`src/rtl/mac_meta_gen_if.sv`:
```
// Packet bus, metadata and status signals shared by mac_meta_gen and its neighbours.
// MAC_META_STATS_EN adds the packet/error counter outputs.
interface mac_meta_gen_if;
    logic         i_pkt_valid;
    logic [133:0] i_pkt;
    logic         o_pkt_valid;
    logic [133:0] o_pkt;
    logic         o_meta_valid;
    logic [127:0] o_meta;
    logic         o_frame_err;
`ifdef MAC_META_STATS_EN
    logic [31:0]  o_pkt_cnt;
    logic [15:0]  o_err_cnt;

    modport slave (
        input  i_pkt_valid, i_pkt,
        output o_pkt_valid, o_pkt, o_meta_valid, o_meta, o_frame_err, o_pkt_cnt, o_err_cnt
    );
    modport master (
        output i_pkt_valid, i_pkt,
        input  o_pkt_valid, o_pkt, o_meta_valid, o_meta, o_frame_err, o_pkt_cnt, o_err_cnt
    );
`else
    modport slave (
        input  i_pkt_valid, i_pkt,
        output o_pkt_valid, o_pkt, o_meta_valid, o_meta, o_frame_err
    );
    modport master (
        output i_pkt_valid, i_pkt,
        input  o_pkt_valid, o_pkt, o_meta_valid, o_meta, o_frame_err
    );
`endif
endinterface

```
`src/rtl/mac_meta_gen.sv`:
```
// Parses packet heads into rewrite metadata and forwards the bus one cycle late.
// Optional MAC_META_STATS_EN adds accepted-packet and framing-error counters.
//
// state  | meaning
// IDLE   | between packets, expecting head or single
// IN_PKT | inside a multi-beat packet, expecting body or tail
module mac_meta_gen (
    input  logic          i_clk,
    input  logic          i_rst,
    mac_meta_gen_if.slave bus
);
    typedef enum logic {IDLE, IN_PKT} state_t;

    localparam logic [1:0] BEAT_BODY   = 2'b00;
    localparam logic [1:0] BEAT_HEAD   = 2'b01;
    localparam logic [1:0] BEAT_TAIL   = 2'b10;
    localparam logic [1:0] BEAT_SINGLE = 2'b11;

    state_t       state, state_next;
    logic         gen_meta, frame_err_evt;
    logic [1:0]   beat_type;
    logic [47:0]  dst_mac, src_mac;
    logic [15:0]  ethertype;
    logic [127:0] meta_next;
    logic [7:0]   seq;

    logic         pkt_valid_q, meta_valid_q, frame_err_q;
    logic [133:0] pkt_q;
    logic [127:0] meta_q;

    assign beat_type = bus.i_pkt[133:132];
    assign dst_mac   = bus.i_pkt[127:80];
    assign src_mac   = bus.i_pkt[79:32];
    assign ethertype = bus.i_pkt[31:16];

    // Addresses are swapped so the rewrite stage can drop them straight into the reply header.
    assign meta_next = {src_mac, dst_mac, ethertype, 5'b0,
                        (ethertype == 16'h8100),
                        (dst_mac == 48'hFFFF_FFFF_FFFF),
                        dst_mac[40], seq};

    always_ff @(posedge i_clk or posedge i_rst) begin
        if (i_rst) state <= IDLE;
        else       state <= state_next;
    end

    always_comb begin
        state_next    = state;
        gen_meta      = 1'b0;
        frame_err_evt = 1'b0;
        if (bus.i_pkt_valid) begin
            case (state)
                IDLE: begin
                    case (beat_type)
                        BEAT_HEAD: begin
                            gen_meta   = 1'b1;
                            state_next = IN_PKT;
                        end
                        BEAT_SINGLE: gen_meta = 1'b1;
                        default:     frame_err_evt = 1'b1;
                    endcase
                end
                IN_PKT: begin
                    case (beat_type)
                        BEAT_BODY: state_next = IN_PKT;
                        BEAT_TAIL: state_next = IDLE;
                        BEAT_HEAD: begin
                            frame_err_evt = 1'b1;
                            gen_meta      = 1'b1;
                        end
                        default: begin
                            frame_err_evt = 1'b1;
                            gen_meta      = 1'b1;
                            state_next    = IDLE;
                        end
                    endcase
                end
                default: state_next = IDLE;
            endcase
        end
    end

    always_ff @(posedge i_clk or posedge i_rst) begin
        if (i_rst) begin
            pkt_valid_q  <= 1'b0;
            pkt_q        <= '0;
            meta_valid_q <= 1'b0;
            meta_q       <= '0;
            frame_err_q  <= 1'b0;
            seq          <= '0;
        end else begin
            pkt_valid_q  <= bus.i_pkt_valid;
            pkt_q        <= bus.i_pkt;
            meta_valid_q <= gen_meta;
            if (gen_meta) begin
                meta_q <= meta_next;
                seq    <= seq + 8'd1;
            end
            if (frame_err_evt) frame_err_q <= 1'b1;
        end
    end

    assign bus.o_pkt_valid  = pkt_valid_q;
    assign bus.o_pkt        = pkt_q;
    assign bus.o_meta_valid = meta_valid_q;
    assign bus.o_meta       = meta_q;
    assign bus.o_frame_err  = frame_err_q;

`ifdef MAC_META_STATS_EN
    logic [31:0] pkt_cnt;
    logic [15:0] err_cnt;

    always_ff @(posedge i_clk or posedge i_rst) begin
        if (i_rst) begin
            pkt_cnt <= '0;
            err_cnt <= '0;
        end else begin
            if (gen_meta) pkt_cnt <= pkt_cnt + 32'd1;
            if (frame_err_evt && (err_cnt != 16'hFFFF)) err_cnt <= err_cnt + 16'd1;
        end
    end

    assign bus.o_pkt_cnt = pkt_cnt;
    assign bus.o_err_cnt = err_cnt;
`endif
endmodule

```
`src/flat_wrapper.sv`:
```
// flat-port wrapper written by rule: the top's interface ports become plain ports
module mac_meta_gen_flat 
  (i_clk, i_rst, bus_i_pkt_valid, bus_i_pkt, bus_o_pkt_valid, bus_o_pkt, bus_o_meta_valid, bus_o_meta, bus_o_frame_err);
  mac_meta_gen_if bus_i ();
  input  logic i_clk;
  input  logic i_rst;
  input wire logic [$bits(bus_i.i_pkt_valid)-1:0] bus_i_pkt_valid;
  input wire logic [$bits(bus_i.i_pkt)-1:0] bus_i_pkt;
  output wire logic [$bits(bus_i.o_pkt_valid)-1:0] bus_o_pkt_valid;
  output wire logic [$bits(bus_i.o_pkt)-1:0] bus_o_pkt;
  output wire logic [$bits(bus_i.o_meta_valid)-1:0] bus_o_meta_valid;
  output wire logic [$bits(bus_i.o_meta)-1:0] bus_o_meta;
  output wire logic [$bits(bus_i.o_frame_err)-1:0] bus_o_frame_err;
  assign bus_i.i_pkt_valid = bus_i_pkt_valid;
  assign bus_i.i_pkt = bus_i_pkt;
  assign bus_o_pkt_valid = bus_i.o_pkt_valid;
  assign bus_o_pkt = bus_i.o_pkt;
  assign bus_o_meta_valid = bus_i.o_meta_valid;
  assign bus_o_meta = bus_i.o_meta;
  assign bus_o_frame_err = bus_i.o_frame_err;
  mac_meta_gen u_core (.i_clk(i_clk), .i_rst(i_rst), .bus(bus_i));
endmodule
```
`config.mk`:
```
export PLATFORM = sky130hd
export DESIGN_NAME = mac_meta_gen_flat
export DESIGN_NICKNAME = d
export VERILOG_FILES = /design/src/rtl/mac_meta_gen_if.sv /design/src/rtl/mac_meta_gen.sv /design/src/flat_wrapper.sv
export SDC_FILE = /design/constraint.sdc
export NUM_CORES = 1
export LEC_CHECK = 0
export ABC_AREA = 1
export CAP_MARGIN = 20
export CORE_MARGIN = 1.5
export CORE_UTILIZATION = 35
export DETAILED_ROUTE_END_ITERATION = 6
export PLACE_DENSITY = 0.75
export SLEW_MARGIN = 20
export SYNTH_ARGS = -nofsm -noshare
export SYNTH_HDL_FRONTEND = slang
export SYNTH_SLANG_ARGS = --single-unit
```
`constraint.sdc`:
```
create_clock -name i_clk -period 12.9 [get_ports i_clk]
set_input_delay 2.58 -clock i_clk [delete_from_list [all_inputs] [get_ports i_clk]]
set_output_delay 2.58 -clock i_clk [all_outputs]
set_load 0.05 [all_outputs]
```
Yosys cells after proc, flatten, opt, wreduce, memory -nomap -nowiden
Index checks and enable logic that the tools add are counted.
{"block": "op_classes", "eq_ne": 5, "add_sub_neg": 1, "n_reduce_logical": 4, "muxes": 10, "bitwise_logic": 1}
{"operator": "48-bit == test, second input constant", "count": 1}
{"operator": "16-bit == test, second input constant", "count": 1}
{"operator": "8-bit by 1-bit adder with 8-bit output, second input constant", "count": 1}
{"operator": "1-bit 2-to-1 mux", "count": 7}
{"operator": "1-bit case mux with 2 select lines", "count": 3}
{"operator": "2-bit OR reduction", "count": 3}
{"operator": "2-bit == test, second input constant", "count": 2}
{"operator": "2-bit by 1-bit == test with 1-bit output, second input constant", "count": 1}
{"operator": "2-bit logical NOT", "count": 1}
{"operator": "1-bit inverter", "count": 1}
{"block": "totals", "regBits": 269, "out_inout_bits": 265, "in_bits": 137}

Depth between registers and ports, before layout
{"block": "logic_depth", "depth_word": 5, "depth_mapped": 8, "depth_no_buf": 8}

Worst setup path before layout
OpenSTA, ideal clock, no wires.
{"block": "synth_timing", "kind": "reg2out", "from": "register u_core.meta_q[72], in the netlist u_core.bus.o_meta[72]", "to": "output port bus_o_meta[72]", "n_path_buf": 1, "slack_ns": 9.416, "arrival_ns": 0.904, "stages_incl_launch_ff": 2, "required_time_ns": 10.320, "cell_sequence": "dfrtp_1 buf_4"}
{"element": "from (decl)", "line": "mac_meta_gen.sv:29", "rtl": "logic [127:0] meta_q;"}
{"element": "from (signal assigned)", "line": "mac_meta_gen.sv:96", "rtl": "meta_q <= meta_next;"}
{"element": "to (decl)", "line": "flat_wrapper.sv:12", "rtl": "output wire logic [$bits(bus_i.o_meta)-1:0] bus_o_meta;"}
No word-level cell between the ends.

==> impl_metrics.toml <==
[global_route]
grt_usage_pct = 18.70
grt_pass1_vias = 6801
grt_antenna_before_repair = 1
grt_overflow = 0
grt_pass1_wl_um = 37900
grt_max_degree = 121

[placed_design]
hpwlAfterDp_um = 17530
portBuffers = 396
gp_congestion = 0.8218

[sta]
finalClockSkew_ns = 0.004317
grt_setup_unrepaired = "no"
clock.fmax_mhz = 210.9
drv_slew = 0
hold_viol = 0
finalCritPeriodShare_pct = 36.76
setup_tns_ns = 0
layout_min_cycle_time_ns = 4.742
setup_violations = 0
whs_ns = 0.4749
tightest_slew_ns = 0.8564
relSlewSlack_pct = 42.91

[finish]
final_nets = 1292
final_common_cell = "clkdlybuf4s50_1"
drive_gt1_share_pct = 4.936
final_cell_mix = "clkdlybuf4s50_1, nand2_1, dfrtp_1"
antenna_cells = 0
syn_to_final_growth_pct = 58.51

[synth]
synth_top_cell_area_share_pct = 76.55
synth_compound_area_share_pct = 0.8855
synthAdderAreaFrac_pct = 0.1428
synth_area_per_cell_um2 = 11.65
yosysUniqueCellTypes = 21
synth_top_family_by_area = "simple AND/OR/NAND/NOR gates"
synth_top_cell_by_area = "dfrtp_1"
synth.mux.area_fraction_pct = 0.1285
synth_simple_gate_area_share_pct = 17.79
synthCells = 752
ys_top_cells_by_area = "dfrtp_1, nand2_1, buf_6, nor2_1, o21ai_0"
ys_ff_latch = 268
yosysWarnings = 0
yosysSeqAreaShare_pct = 76.55
netlist_area_um2 = 8761
synthXorXnorAreaFrac_pct = 0.6998

[floorplan]
die_height_um = 161.2
ioPinCount = 402
initial_core_util_pct = 35.81
chipWidth_um = 161.2
design.core.area_um2 = 24460
row_count = 57
die_area_um2 = 25990

[cts]
cts_setup_buffers = 0
post_cts_resized = 0
cts_tree = "done"
hold_buffers = 0
cts_made_buffers = 28
clockRootBuffer = "clkbuf_16"
worstSkewPairLatency_ns = 0.52
cts.sinks = 268
ctsHtreeMaxLevel = 1
path_clk_slew_ns = 0.06
clk_path_buf_depth = 3

[route]
first_pass_iters = 4
wl_per_cell_um = 16.39
drc_errors = 0
vias = 6668
vias_per_cell = 4.448
postRouteAntennaNets = 0
drt_iter0_markers = 450
finalWirelength_um = 24560

[setup_path]
cp-end-kind = "async pin"
start_kind = "input pin"
critPathKind = "input pin to async pin"
crit_arrival_ns = 5.28
cp.required_ns = 13.44
crit_fanout = 120

[power_and_ir_drop]
ir_drop_mv = 0.09903
p_per_area_nw_per_um2 = 170.3
p_leak_nw = 6.492

[hold_path]
hp-class = "register to register"

[status]
status = "finished, final reports clean"

[run]
max_cap_viol_count = 0
-- logic make-up (layout without fill, tap and decap cells) --
| kind of cell | Yosys count | in the layout |
|---|---|---|
| other | 1 | 5 |
| adders and majority gates | 1 | 1 |
| xor gates and xnor gates | 7 | 7 |
| buffers and inverters | 52 | 471 |
| and+or+nand+nor | 407 | 407 |
| DFF | 268 | 268 |
| AOI/OAI and AO/OA | 15 | 15 |
| muxes | 1 | 1 |
-- flip-flops by register name (all words and copies together) (netlist names) --
name and cells:
u_core.bus.o_pkt 134, u_core.bus.o_pkt_valid 1, u_core.bus.o_meta 122, u_core.bus.o_meta_valid 1
u_core.seq 8, u_core.bus.o_frame_err 1, u_core.state 1
-- layout make-up --
class                      count  area (µm²)
fill                        2007       10580
sequential                   268        6706
timing repair buffer         401        4005
multi-input combinational    436        1745
clock buffer                  42       864.6
tap                          324       405.4
inverter                      19       81.33
clock inverter                 9       78.83
-- worst max-delay path, cell delays in order --
cell,delay (ns)
clkdlybuf4s50_1,0.49
inv_8,0.56
buf_6,0.64
buf_4,0.79
-- worst paths after layout --
check	from	to	slack, ns	depth (start not counted)
max in group i_clk	bus_i_pkt_valid	u_core.bus.o_meta[35]	8.32	5
hold reg to reg	u_core.bus.o_meta[48]	u_core.bus.o_meta[48]	0.47	2
min in group asynchronous	i_rst	u_core.bus.o_pkt[5]	2.59	2
hold / removal	u_core.bus.o_meta[48]	u_core.bus.o_meta[48]	0.47	2
setup reg to reg	u_core.seq[0]	u_core.seq[6]	11.71	5
setup / recovery	i_rst	u_core.bus.o_meta[113]	8.16	4
-- power breakdown --
| part | switching, mW | internal (mW) | total [mW] |
|---|---|---|---|
| registers | 0.0464 | 0.926 | 0.973 |
| clock network | 0.318 | 0.481 | 0.799 |
| logic | 0.400 | 0.194 | 0.594 |
-- routing by layer --
metal,wire length [µm],GRT usage [%]
met5,17,0
met2,12380,32.88
met4,715,5.640
met3,2141,5.701
met1,9309,21.97
-- through the flow --
| stage | setup slack (ns) | power (mW) | utilization, % | instance area [µm²] | std cells |
|---|---|---|---|---|---|
| 5_1_grt | 7.719 | 2.462 | 56.77 | 13890 | 1499 |
| 3_3_place_gp | 7.241 | 1.576 | 52.90 | 12940 | 1448 |
| 2_1_floorplan | 2.938 | 1.345 | - | 8776 | 756 |
| 3_5_place_dp | 7.206 | 1.585 | 52.90 | 12940 | 1448 |
| 4_1_cts | 7.761 | 2.395 | 56.75 | 13880 | 1499 |
| 6_report | 8.158 | 2.365 | 56.77 | 13890 | 1499 |
-- cells in the mapped netlist, drive strengths merged --
library cell	instances
inv	19
conb	1
ha	1
xor2	5
mux2	1
a21o	1
nor3	1
nand2	375
buf	32
nand3	6
o21ai	14
dfrtp	268
nand4	4
clkbuf	1
xnor2	2
nor2	21
No activity file was read; power rests on OpenSTA's default activity.
